### config.mk
export PLATFORM = sky130hd
export DESIGN_NAME = serial_adder_ctrl
export DESIGN_NICKNAME = d
export VERILOG_FILES = /design/src/rtl/serial_adder_ctrl.sv
export SDC_FILE = /design/constraint.sdc
export NUM_CORES = 1
export LEC_CHECK = 0
export CORE_ASPECT_RATIO = 1.1
export CORE_UTILIZATION = 48
export CTS_BUF_LIST = sky130_fd_sc_hd__clkbuf_8
export CTS_CLUSTER_DIAMETER = 50
export CTS_CLUSTER_SIZE = 10
export DETAILED_ROUTE_END_ITERATION = 7
export PLACE_DENSITY = 0.86
export SKIP_CTS_REPAIR_TIMING = 1
export SLEW_MARGIN = 20
export SYNTH_ARGS = -nofsm -noshare
export SYNTH_HDL_FRONTEND = slang
export SYNTH_SLANG_ARGS = --single-unit
export TNS_END_PERCENT = 30
### constraint.sdc
create_clock -name ck -period 2.45 [get_ports ck]
set_clock_uncertainty 0.2 [all_clocks]
set_input_delay 0.735 -clock ck [delete_from_list [all_inputs] [get_ports ck]]
set_output_delay 0.735 -clock ck [all_outputs]
set_load 0.01 [all_outputs]
### src/rtl/serial_adder_ctrl.sv
// Bit-serial N-bit adder controller: feeds an external 1-bit full-adder cell one bit pair per
// clock (LSB first), recirculates its carry and collects the sum bits into a result register.
module serial_adder_ctrl #(
    parameter int N = 8
) (
    input  logic         ck,
    input  logic         rst_n,
    input  logic         start,
    input  logic [N-1:0] a,
    input  logic [N-1:0] b,
    input  logic         cin,
    output logic         fa_a,
    output logic         fa_b,
    output logic         fa_c,
    input  logic         fa_s,
    input  logic         fa_co,
    output logic         busy,
    output logic         done,
    output logic [N-1:0] sum,
    output logic         cout
);

    localparam int CNT_W = $clog2(N + 1);
    localparam logic [CNT_W-1:0] CNT_LAST = CNT_W'(N - 1);

    typedef enum logic [1:0] {
        IDLE = 2'd0,
        RUN  = 2'd1,
        DONE = 2'd2
    } state_t;

    state_t           state_q;
    logic [N-1:0]     a_sh_q;
    logic [N-1:0]     b_sh_q;
    logic [N-1:0]     sum_sh_q;
    logic [N-1:0]     sum_sh_d;
    logic [N-1:0]     sum_q;
    logic [CNT_W-1:0] cnt_q;
    logic             carry_q;
    logic             cout_q;
    logic             busy_q;
    logic             done_q;

    // New sum bit enters at the MSB so that after N shifts bit 0 holds the first (LSB) sum.
    generate
        if (N == 1) begin : g_sum_one
            assign sum_sh_d = fa_s;
        end else begin : g_sum_many
            assign sum_sh_d = {fa_s, sum_sh_q[N-1:1]};
        end
    endgenerate

    always_ff @(posedge ck or negedge rst_n) begin
        if (!rst_n) begin
            state_q  <= IDLE;
            a_sh_q   <= '0;
            b_sh_q   <= '0;
            sum_sh_q <= '0;
            sum_q    <= '0;
            cnt_q    <= '0;
            carry_q  <= 1'b0;
            cout_q   <= 1'b0;
            busy_q   <= 1'b0;
            done_q   <= 1'b0;
        end else begin
            case (state_q)
                IDLE: begin
                    done_q <= 1'b0;
                    if (start) begin
                        a_sh_q   <= a;
                        b_sh_q   <= b;
                        carry_q  <= cin;
                        cnt_q    <= '0;
                        sum_sh_q <= '0;
                        busy_q   <= 1'b1;
                        state_q  <= RUN;
                    end
                end
                RUN: begin
                    sum_sh_q <= sum_sh_d;
                    carry_q  <= fa_co;
                    a_sh_q   <= a_sh_q >> 1;
                    b_sh_q   <= b_sh_q >> 1;
                    cnt_q    <= cnt_q + CNT_W'(1);
                    // Last bit: capture the result here so sum/cout are valid while done is high.
                    if (cnt_q == CNT_LAST) begin
                        sum_q   <= sum_sh_d;
                        cout_q  <= fa_co;
                        busy_q  <= 1'b0;
                        done_q  <= 1'b1;
                        state_q <= DONE;
                    end
                end
                DONE: begin
                    done_q  <= 1'b0;
                    state_q <= IDLE;
                end
                default: begin
                    busy_q  <= 1'b0;
                    done_q  <= 1'b0;
                    state_q <= IDLE;
                end
            endcase
        end
    end

    assign fa_a = a_sh_q[0];
    assign fa_b = b_sh_q[0];
    assign fa_c = carry_q;
    assign busy = busy_q;
    assign done = done_q;
    assign sum  = sum_q;
    assign cout = cout_q;

endmodule

==> summary.md, run 1 <==
| Metric | Value |
|---|---|
| Dpl hpwl | `2.634 mm` |
| Fin Hold WS | `0.1867 ns` |
| DP Area | `2245 sq um` |
| Leakage | `1.028 nW` |
| Outcome | `complete, no violations` |
| Max VDD drop | `0.0006367 V` |
| I/O Pins | `36` |
| H-tree Lvls | `2` |
| Syn_area_per_cell | `11.77 sq um` |
| Power per Cell Area | `1090 nW/um^2` |
| Final worst slack | `0.3133 ns` |
| Fin. max-slew vios | `0` |
| Synth unique cells | `27` |
| Finished Layout Cells | `246` |
| Highest Clock Rate | `468.0 MHz` |
| Nets@finish | `219` |
| Compound-Gate Fraction of Synth Area | `21.67%` |
| Crit path from | `b_sh_q[0]` |
| Yosys Warn Count | `0` |
| Initial core utilization | `50.48%` |
| Clock-pin slew on the worst setup and hold paths | `0.08 ns` |
| Place WS | `0.1133 ns` |
| Post-synthesis mux area share | `8.479%` |
| Syn_nets | `181` |
| RSZ-0062 raised after global routing | `false` |
| Area of the multi-input gates | `743.2 sq um` |
| Sequential area share after synthesis | `55.18%` |
| Diodes inserted | `0` |
| # DRC | `0` |
| TritonCTS clock tree | `built` |
| IO buf count | `35` |
| Syn Inst Count | `158` |
| Minimum clock period | `2.137 ns` |
| Worst path cell trace | `clkdlybuf4s50_1` |
| Total negative slack | `0 ns` |
| DR vias | `1356` |
| Drt pass-1 iters | `4` |
| Most common cell after layout, fill and taps aside | `dfrtp_1` |
| Top delay family on crit path | `buffers and inverters` |
| Area grow syn2layout | `25.37%` |
| Top-area cell type share of the netlist area | `55.18%` |
| CP Buf/Inv Count | `1` |
| Die area | `4127 sq um` |
| Fin area | `2331 sq um` |
| DR WL/cell | `15.88 um` |
| Routed WL | `3.907 mm` |
| Yosys top cell by area | `dfrtp_1` |
| Core ar. | `3684 sq um` |
| Critical Setup Path Class | `flip-flop to output port` |
| Die Span X | `61.34 um` |
| WP data required | `1.51 ns` |
| Arr. time, crit path | `1.20 ns` |
| Final period utilization | `87.21%` |
| Post-synth EDFFs | `0` |
| Post-synth ARST share | `100.0%` |
| Finished Core Util | `63.28%` |
| DP Cell Count | `239` |
| Clock Sinks | `41` |
| Max stage delay on crit path | `0.54 ns` |
| Worst r2r src | `cnt_q[0]` |
| Final global-route overflow total | `0` |
| Post-DRT Antenna Nets | `0` |
| Critical Path End Type | `output port` |
| Largest net degree at the start of global routing | `27` |
| Share of cells above drive strength 1 | `14.29%` |
| Power consumption | `2.540 mW` |
| Synth Register Bits | `41` |
| Number of vias per cell | `5.512` |
| Die H | `67.28 um` |
| # setup viols final | `0` |
| Total CTS buffers | `5` |
| First-pass GRT wire length | `6.299 mm` |
| Layout fillers | `329` |
| Synthesized area | `1859 sq um` |
| HP Class | `input pin to async pin` |
| Synth top area cells | `dfrtp_1 55%, mux2_4 7.3%, a22oi_1 6.1%, a21oi_1 5.1%, nor2b_1 5.0%` |
| Post-Synth Adder-Cell Area | `0.6729%` |
| Commonest non-fill, non-tap cells in the layout | `41 x dfrtp_1, 34 x clkdlybuf4s50_1, 19 x a21oi_1, 16 x o21ai_0, 15 x a22oi_1` |
| CP Launch Type | `flip-flop` |
| Post-Synth Simple-Gate Area | `9.017%` |
| XOR/XNOR share of the synthesized area | `0%` |
| Initial antenna violation count | `0` |
| Post-synth top flop | `dfrtp_1` |
| CTS Buffer Depth | `2` |
| Worst-Skew Late Latency | `0.29 ns` |
| Headroom to the max-slew limit | `69.28%` |
| Critical path fanouts, max | `3` |
| Final Hold Vio Count | `0` |
| CP max stage cell | `clkdlybuf4s50_1` |
| Gr usage total | `21.17%` |
| Main combinational cell family by area after synthesis | `compound AO/OA/AOI/OAI gates` |
| Slew @ Worst Pin | `0.4607 ns` |
| Rows | `23` |
| CTS root buffer | `clkbuf_8` |
| Register area | `1026 sq um` |
| Max-cap violation count | `0` |
| GP Congestion | `0.7460` |
| Initial drt markers | `111` |
| Vias in the first global route | `1369` |
registers in the layout, indices dropped and copies added, names as in the netlist:
signal and cells:
sum 8, a_sh_q 8, state_q 2, sum_sh_q 7
done 1, busy 1, cout 1, b_sh_q 8
fa_c 1, cnt_q 4
path summary, 6_finish.rpt:
kind,endpoint,slack [ns],depth (start not counted)
worst max-delay path,fa_b,0.31,1
worst min-delay path,b_sh_q[2],0.19,1
worst max register to register,sum[2],0.70,4
worst min register to register,b_sh_q[7],0.31,2
max in group asynchronous,sum[1],1.33,2
min in group ck,b_sh_q[7],0.31,2
power breakdown:
part / switching (mW) / internal [mW]
Combinational: 0.403 / 0.568
Clock: 0.211 / 0.219
Sequential: 0.202 / 0.937
Total: 0.816 / 1.72
layout make-up:
class | count | area share (%)
clock buffer | 6 | 3.543
clock inverter | 1 | 0.1610
inverter | 2 | 0.3221
multi-input combinational | 103 | 31.88
sequential | 41 | 44.01
tap | 50 | 2.684
timing repair buffer | 43 | 17.39
cell families after synthesis:
logic type / count (synthesis)
buf+inv: 14
simple gates: 27
fa+ha+maj: 1
compound gates: 64
mux: 11
flops: 41
metal layers:
metal | global-route usage (%) | vias up | wire length, um
li1 | - | 644 | -
met5 | 0 | - | 0
met4 | 5.833 | 0 | 44
met1 | 26.85 | 673 | 1732
met2 | 34.92 | 33 | 1939
met3 | 6.513 | 6 | 190
synthesized netlist by cell type, types with 2 or more instances:
master     n
clkbuf_1   4
dfrtp_1   41
inv_1      2
nand2_1    2
a22oi_1   15
buf_6      2
mux2_4     9
a21oi_1   19
buf_2      4
nor2_1     2
mux2_2     2
nor2b_1   15
a22o_1     9
o21ai_0   16
and2b_1    4
Note: power is estimated with default switching activity, not from simulation.
==> run 2, diff against run 1 <==
--- a/config.mk
+++ b/config.mk
@@ -11,7 +11,9 @@
 export CTS_CLUSTER_DIAMETER = 50
 export CTS_CLUSTER_SIZE = 10
 export DETAILED_ROUTE_END_ITERATION = 7
+export HOLD_SLACK_MARGIN = 0.02
 export PLACE_DENSITY = 0.86
+export SETUP_SLACK_MARGIN = 0.5
 export SKIP_CTS_REPAIR_TIMING = 1
 export SLEW_MARGIN = 20
 export SYNTH_ARGS = -nofsm -noshare
==> summary.md, run 2 (synthesis results as in run 1) <==
| Metric | Value |
|---|---|
| Final Hold Vio Count | `0 (unchanged)` |
| Power per Cell Area | `1069 nW/um^2 (was 1090 nW/um^2)` |
| Initial core utilization | `50.48% (unchanged)` |
| Number of vias per cell | `5.504 (was 5.512)` |
| Final period utilization | `86.86% (was 87.21%)` |
| Diodes inserted | `0 (unchanged)` |
| Initial drt markers | `90 (was 111)` |
| Total CTS buffers | `5 (unchanged)` |
| Commonest non-fill, non-tap cells in the layout | `41 x dfrtp_1, 24 x clkdlybuf4s50_1, 19 x a21oi_1, 16 x o21ai_0, 15 x a22oi_1 (was 41 x dfrtp_1, 34 x clkdlybuf4s50_1, 19 x a21oi_1, 16 x o21ai_0, 15 x a22oi_1)` |
| Instance count on the critical path | `1 (unchanged)` |
| Worst-Skew Late Latency | `0.29 ns (about the same)` |
| Arr. time, crit path | `1.19 ns (was 1.20 ns)` |
| IO buf count | `35 (unchanged)` |
| Vias in the first global route | `1369 (unchanged)` |
| Critical Path End Type | `output port (unchanged)` |
| Power consumption | `2.518 mW (was 2.540 mW)` |
| Final global-route overflow total | `0 (unchanged)` |
| Max stage delay on crit path | `0.54 ns (about the same)` |
| # setup viols final | `0 (unchanged)` |
| Fin Hold WS | `0.1877 ns (was 0.1867 ns)` |
| Worst path cell trace | `clkdlybuf4s50_1 (unchanged)` |
| Core ar. | `3684 sq um (unchanged)` |
| Max-cap violation count | `0 (unchanged)` |
| Max VDD drop | `0.0006240 V (was 0.0006367 V)` |
| RSZ-0062 raised after global routing | `true (was false)` |
| Total negative slack | `0 ns (unchanged)` |
| Leakage | `1.154 nW (was 1.028 nW)` |
| CP Buf/Inv Count | `1 (unchanged)` |
| HP Class | `input pin to async pin (unchanged)` |
| Highest Clock Rate | `469.9 MHz (was 468.0 MHz)` |
| Initial antenna violation count | `0 (unchanged)` |
| TritonCTS clock tree | `built (unchanged)` |
| GP Congestion | `0.7460 (unchanged)` |
| Fin. max-slew vios | `0 (unchanged)` |
| Routed WL | `3.901 mm (was 3.907 mm)` |
| Nets@finish | `219 (unchanged)` |
| CTS root buffer | `clkbuf_8 (unchanged)` |
| Die H | `67.28 um (unchanged)` |
| CTS Buffer Depth | `2 (unchanged)` |
| # DRC | `0 (unchanged)` |
| Top delay family on crit path | `buffers and inverters (unchanged)` |
| Die Span X | `61.34 um (unchanged)` |
| Critical Setup Path Class | `flip-flop to output port (unchanged)` |
| First-pass GRT wire length | `6.299 mm (unchanged)` |
| I/O Pins | `36 (unchanged)` |
| Post-DRT Antenna Nets | `0 (unchanged)` |
| Critical path fanouts, max | `2 (was 3)` |
| Die area | `4127 sq um (unchanged)` |
| CP max stage cell | `clkdlybuf4s50_1 (unchanged)` |
| WP data required | `1.51 ns (about the same)` |
| Drt pass-1 iters | `4 (unchanged)` |
| Gr usage total | `21.17% (unchanged)` |
| Most common cell after layout, fill and taps aside | `dfrtp_1 (unchanged)` |
| Slew @ Worst Pin | `0.4610 ns (was 0.4607 ns)` |
| Rows | `23 (unchanged)` |
| Largest net degree at the start of global routing | `27 (unchanged)` |
| CP Launch Type | `flip-flop (unchanged)` |
| H-tree Lvls | `2 (unchanged)` |
| Share of cells above drive strength 1 | `14.29% (unchanged)` |
| Area grow syn2layout | `26.72% (was 25.37%)` |
| Clock-pin slew on the worst setup and hold paths | `0.07 ns (was 0.08 ns)` |
| Minimum clock period | `2.128 ns (was 2.137 ns)` |
| Clock Sinks | `41 (unchanged)` |
| DR WL/cell | `15.86 um (was 15.88 um)` |
| DR vias | `1354 (was 1356)` |
| Dpl hpwl | `2.634 mm (unchanged)` |
| Headroom to the max-slew limit | `69.26% (was 69.28%)` |
| Outcome | `complete, no violations (unchanged)` |
| R2R depth | `4 (unchanged)` |
==> run 2: cell count changes in the layout (fill, tap and decap cells not counted) <==
cell / delta
dlymetal6s2s_1: +10
clkdlybuf4s50_1: -10
==> run 2: power breakdown <==
group          total [mW]  internal, mW  switching [mW]
logic               0.951         0.548           0.403
registers            1.14         0.937           0.200
clock network       0.430         0.219           0.210
==> run 2: cell type report <==
cell class | count | area, sq um
timing repair buffer | 43 | 430.4
multi-input combinational | 103 | 743.2
tap | 50 | 62.56
inverter | 2 | 7.507
fill | 326 | 1328
clock inverter | 1 | 3.754
clock buffer | 6 | 82.58
sequential | 41 | 1026
==> run 2: path summary, 6_finish.rpt <==
path                            from         to  slack, ns
max                             done       done       0.32
min                            rst_n  b_sh_q[2]       0.19
max reg2reg                 cnt_q[0]     sum[3]       0.70
min reg2reg                b_sh_q[7]  b_sh_q[7]       0.31
max in group asynchronous      rst_n     sum[1]       1.33
min in group ck            b_sh_q[7]  b_sh_q[7]       0.31
==> run 2: per-stage QoR <==
stage	instance area (sq um)	setup WS [ns]	std cells	util, %
after global placement	2245	0.2410	239	60.94
after global routing	2356	0.2945	246	63.96
after CTS	2331	0.2935	246	63.28
after detailed placement	2245	0.1133	239	60.94
final	2356	0.3220	246	63.96
after floorplan	1859	0.7396	158	-
==> run 2: routing by layer <==
metal,share of wire (%),wire length (um),GRT usage (%),vias to the layer above
li1,-,-,-,644
met5,0,0,0,-
met4,1.1,44,5.833,0
met2,50,1947,34.92,33
met1,44,1700,26.85,671
met3,5.4,209,6.513,6
==> run 3, diff against run 2 <==
--- a/config.mk
+++ b/config.mk
@@ -6,10 +6,11 @@
 export NUM_CORES = 1
 export LEC_CHECK = 0
 export CORE_ASPECT_RATIO = 1.1
+export CORE_MARGIN = 10
 export CORE_UTILIZATION = 48
 export CTS_BUF_LIST = sky130_fd_sc_hd__clkbuf_8
 export CTS_CLUSTER_DIAMETER = 50
-export CTS_CLUSTER_SIZE = 10
+export CTS_CLUSTER_SIZE = 40
 export DETAILED_ROUTE_END_ITERATION = 7
 export HOLD_SLACK_MARGIN = 0.02
 export PLACE_DENSITY = 0.86
==> constraint.sdc (replaced) <==
create_clock -name ck -period 2.67 [get_ports ck]
set_clock_uncertainty 0.2 [all_clocks]
set_input_delay 0.801 -clock ck [delete_from_list [all_inputs] [get_ports ck]]
set_output_delay 0.801 -clock ck [all_outputs]
set_load 0.01 [all_outputs]
==> summary.md, run 3 (synthesis results as in run 1) <==
| Metric | Value |
|---|---|
| Outcome | `complete, no violations (unchanged)` |
| Routed WL | `4.275 mm (was 3.901 mm)` |
| Arr. time, crit path | `1.21 ns (was 1.19 ns)` |
| Worst-Skew Late Latency | `0.29 ns (about the same)` |
| Dpl hpwl | `2.975 mm (was 2.634 mm)` |
| Vias in the first global route | `1485 (was 1369)` |
| Minimum clock period | `2.209 ns` |
| Largest net degree at the start of global routing | `30 (was 27)` |
| Die Span X | `79.34 um (was 61.34 um)` |
| TritonCTS clock tree | `built (unchanged)` |
| Final Hold Vio Count | `0 (unchanged)` |
| Initial antenna violation count | `0 (unchanged)` |
| DP Cell Count | `239 (unchanged)` |
| # DRC | `0 (unchanged)` |
| DR WL/cell | `17.31 um (was 15.86 um)` |
| Fin. max-slew vios | `0 (unchanged)` |
| CTS Buffer Depth | `2 (unchanged)` |
| Nets@finish | `219 (unchanged)` |
| Max stage delay on crit path | `0.55 ns (was 0.54 ns)` |
| Die area | `6766 sq um (was 4127 sq um)` |
| Drt pass-1 iters | `4 (unchanged)` |
| HP Class | `input pin to async pin (unchanged)` |
| CP Launch Type | `flip-flop (unchanged)` |
| Power per Cell Area | `1009 nW/um^2 (was 1069 nW/um^2)` |
| Most common cell after layout, fill and taps aside | `dfrtp_1 (unchanged)` |
| Critical Path End Type | `output port (unchanged)` |
| Diodes inserted | `0 (unchanged)` |
| Leakage | `1.089 nW (was 1.154 nW)` |
| Area grow syn2layout | `26.72% (unchanged)` |
| GP Congestion | `0.7546 (was 0.7460)` |
| Highest Clock Rate | `452.6 MHz` |
| Finished Layout Cells | `247 (was 246)` |
| Share of cells above drive strength 1 | `15.23% (was 14.29%)` |
| Max-cap violation count | `0 (unchanged)` |
| Commonest non-fill, non-tap cells in the layout | `41 x dfrtp_1, 30 x clkdlybuf4s50_1, 19 x a21oi_1, 16 x o21ai_0, 15 x a22oi_1 (was 41 x dfrtp_1, 24 x clkdlybuf4s50_1, 19 x a21oi_1, 16 x o21ai_0, 15 x a22oi_1)` |
| Worst r2r src | `state_q[1] (was cnt_q[0])` |
| Slew @ Worst Pin | `0.6514 ns (was 0.4610 ns)` |
| Critical path fanouts, max | `3 (was 2)` |
| Layout fillers | `312 (was 326)` |
| Initial core utilization | `50.48% (unchanged)` |
| Rows | `23 (unchanged)` |
| CTS root buffer | `clkbuf_8 (unchanged)` |
| CP max stage cell | `clkdlybuf4s50_1 (unchanged)` |
| Total negative slack | `0 ns (unchanged)` |
| Headroom to the max-slew limit | `56.57% (was 69.26%)` |
| Total CTS buffers | `5 (unchanged)` |
| Max VDD drop | `0.0005283 V (was 0.0006240 V)` |
| H-tree Lvls | `2 (unchanged)` |
| Register-to-register setup slack | `0.89 ns (was 0.70 ns)` |
| Core ar. | `3684 sq um (unchanged)` |
| Worst path cell trace | `clkdlybuf4s50_1 (unchanged)` |
| Top delay family on crit path | `buffers and inverters (unchanged)` |
| Clock Sinks | `41 (unchanged)` |
| Critical Setup Path Class | `flip-flop to output port (unchanged)` |
| WP data required | `1.67 ns (was 1.51 ns)` |
| CP Buf/Inv Count | `1 (unchanged)` |
| R2R depth | `5 (was 4)` |
| Die H | `85.28 um (was 67.28 um)` |
| FF-to-FF End | `cnt_q[3] (was sum[3])` |
| I/O Pins | `36 (unchanged)` |
| Initial drt markers | `126 (was 90)` |
| Gr usage total | `13.62% (was 21.17%)` |
| Final global-route overflow total | `0 (unchanged)` |
| IO buf count | `35 (unchanged)` |
| Post-DRT Antenna Nets | `0 (unchanged)` |
| RSZ-0062 raised after global routing | `true (unchanged)` |
| Clock-pin slew on the worst setup and hold paths | `0.08 ns (was 0.07 ns)` |
| DR vias | `1392 (was 1354)` |
| Final period utilization | `82.75%` |
| Number of vias per cell | `5.636 (was 5.504)` |
| # setup viols final | `0 (unchanged)` |
| First-pass GRT wire length | `7.376 mm (was 6.299 mm)` |
==> run 3: changes by cell type in the layout (fill, tap and decap cells not counted) <==
cell / delta
clkinv_2: +1
inv_1: -1
clkbuf_8: +1
dlymetal6s2s_1: -6
clkdlybuf4s50_1: +6
==> run 3: report_power, final <==
group	leakage, nW	switching [mW]	internal (mW)
sequential	0.525	0.187	0.860
combinational	0.510	0.377	0.514
clock	0.0542	0.206	0.234
total	1.09	0.770	1.61
==> run 3: layout make-up <==
| class | count | area [sq um] | area share [%] |
|---|---|---|---|
| inverter | 2 | 7.507 | 0.3186 |
| multi-input combinational | 103 | 743.2 | 31.55 |
| clock buffer | 7 | 96.34 | 4.089 |
| sequential | 41 | 1026 | 43.55 |
| tap | 50 | 62.56 | 2.655 |
| clock inverter | 1 | 5.005 | 0.2124 |
| timing repair buffer | 43 | 415.4 | 17.63 |
==> run 3: worst max path at each step <==
stage	startpoint	slack [ns]	end	depth (start not counted)
2_1_floorplan	start	0.93	a_sh_q[3]	4
3_3_place_gp	start	0.47	b_sh_q[1]	5
3_5_place_dp	start	0.36	b_sh_q[1]	5
4_1_cts	a_sh_q[0]	0.43	fa_a	1
5_1_grt	sum[6]	0.41	sum[6]	1
6_report	busy	0.46	busy	1
==> run 3: per-stage QoR <==
step	hold slack (ns)	utilization, %	total power, mW	area (sq um)	setup WS [ns]
floorplan	0.2676	-	1.595	1859	0.9271
global placement	0.2841	60.94	1.899	2245	0.4747
detailed placement	0.2836	60.94	1.961	2245	0.3632
CTS	0.3150	63.69	2.411	2346	0.4319
global route	0.3268	63.96	2.561	2356	0.4089
finish	0.3168	63.96	2.377	2356	0.4607
==> run 3: routing by layer <==
metal	part of all wire, %	track usage [%]	vias up
li1	-	-	647
met1	43	15.87	701
met3	6.0	4.747	4
met2	50	22.79	40
met4	0.80	4.241	0
met5	0	0	-
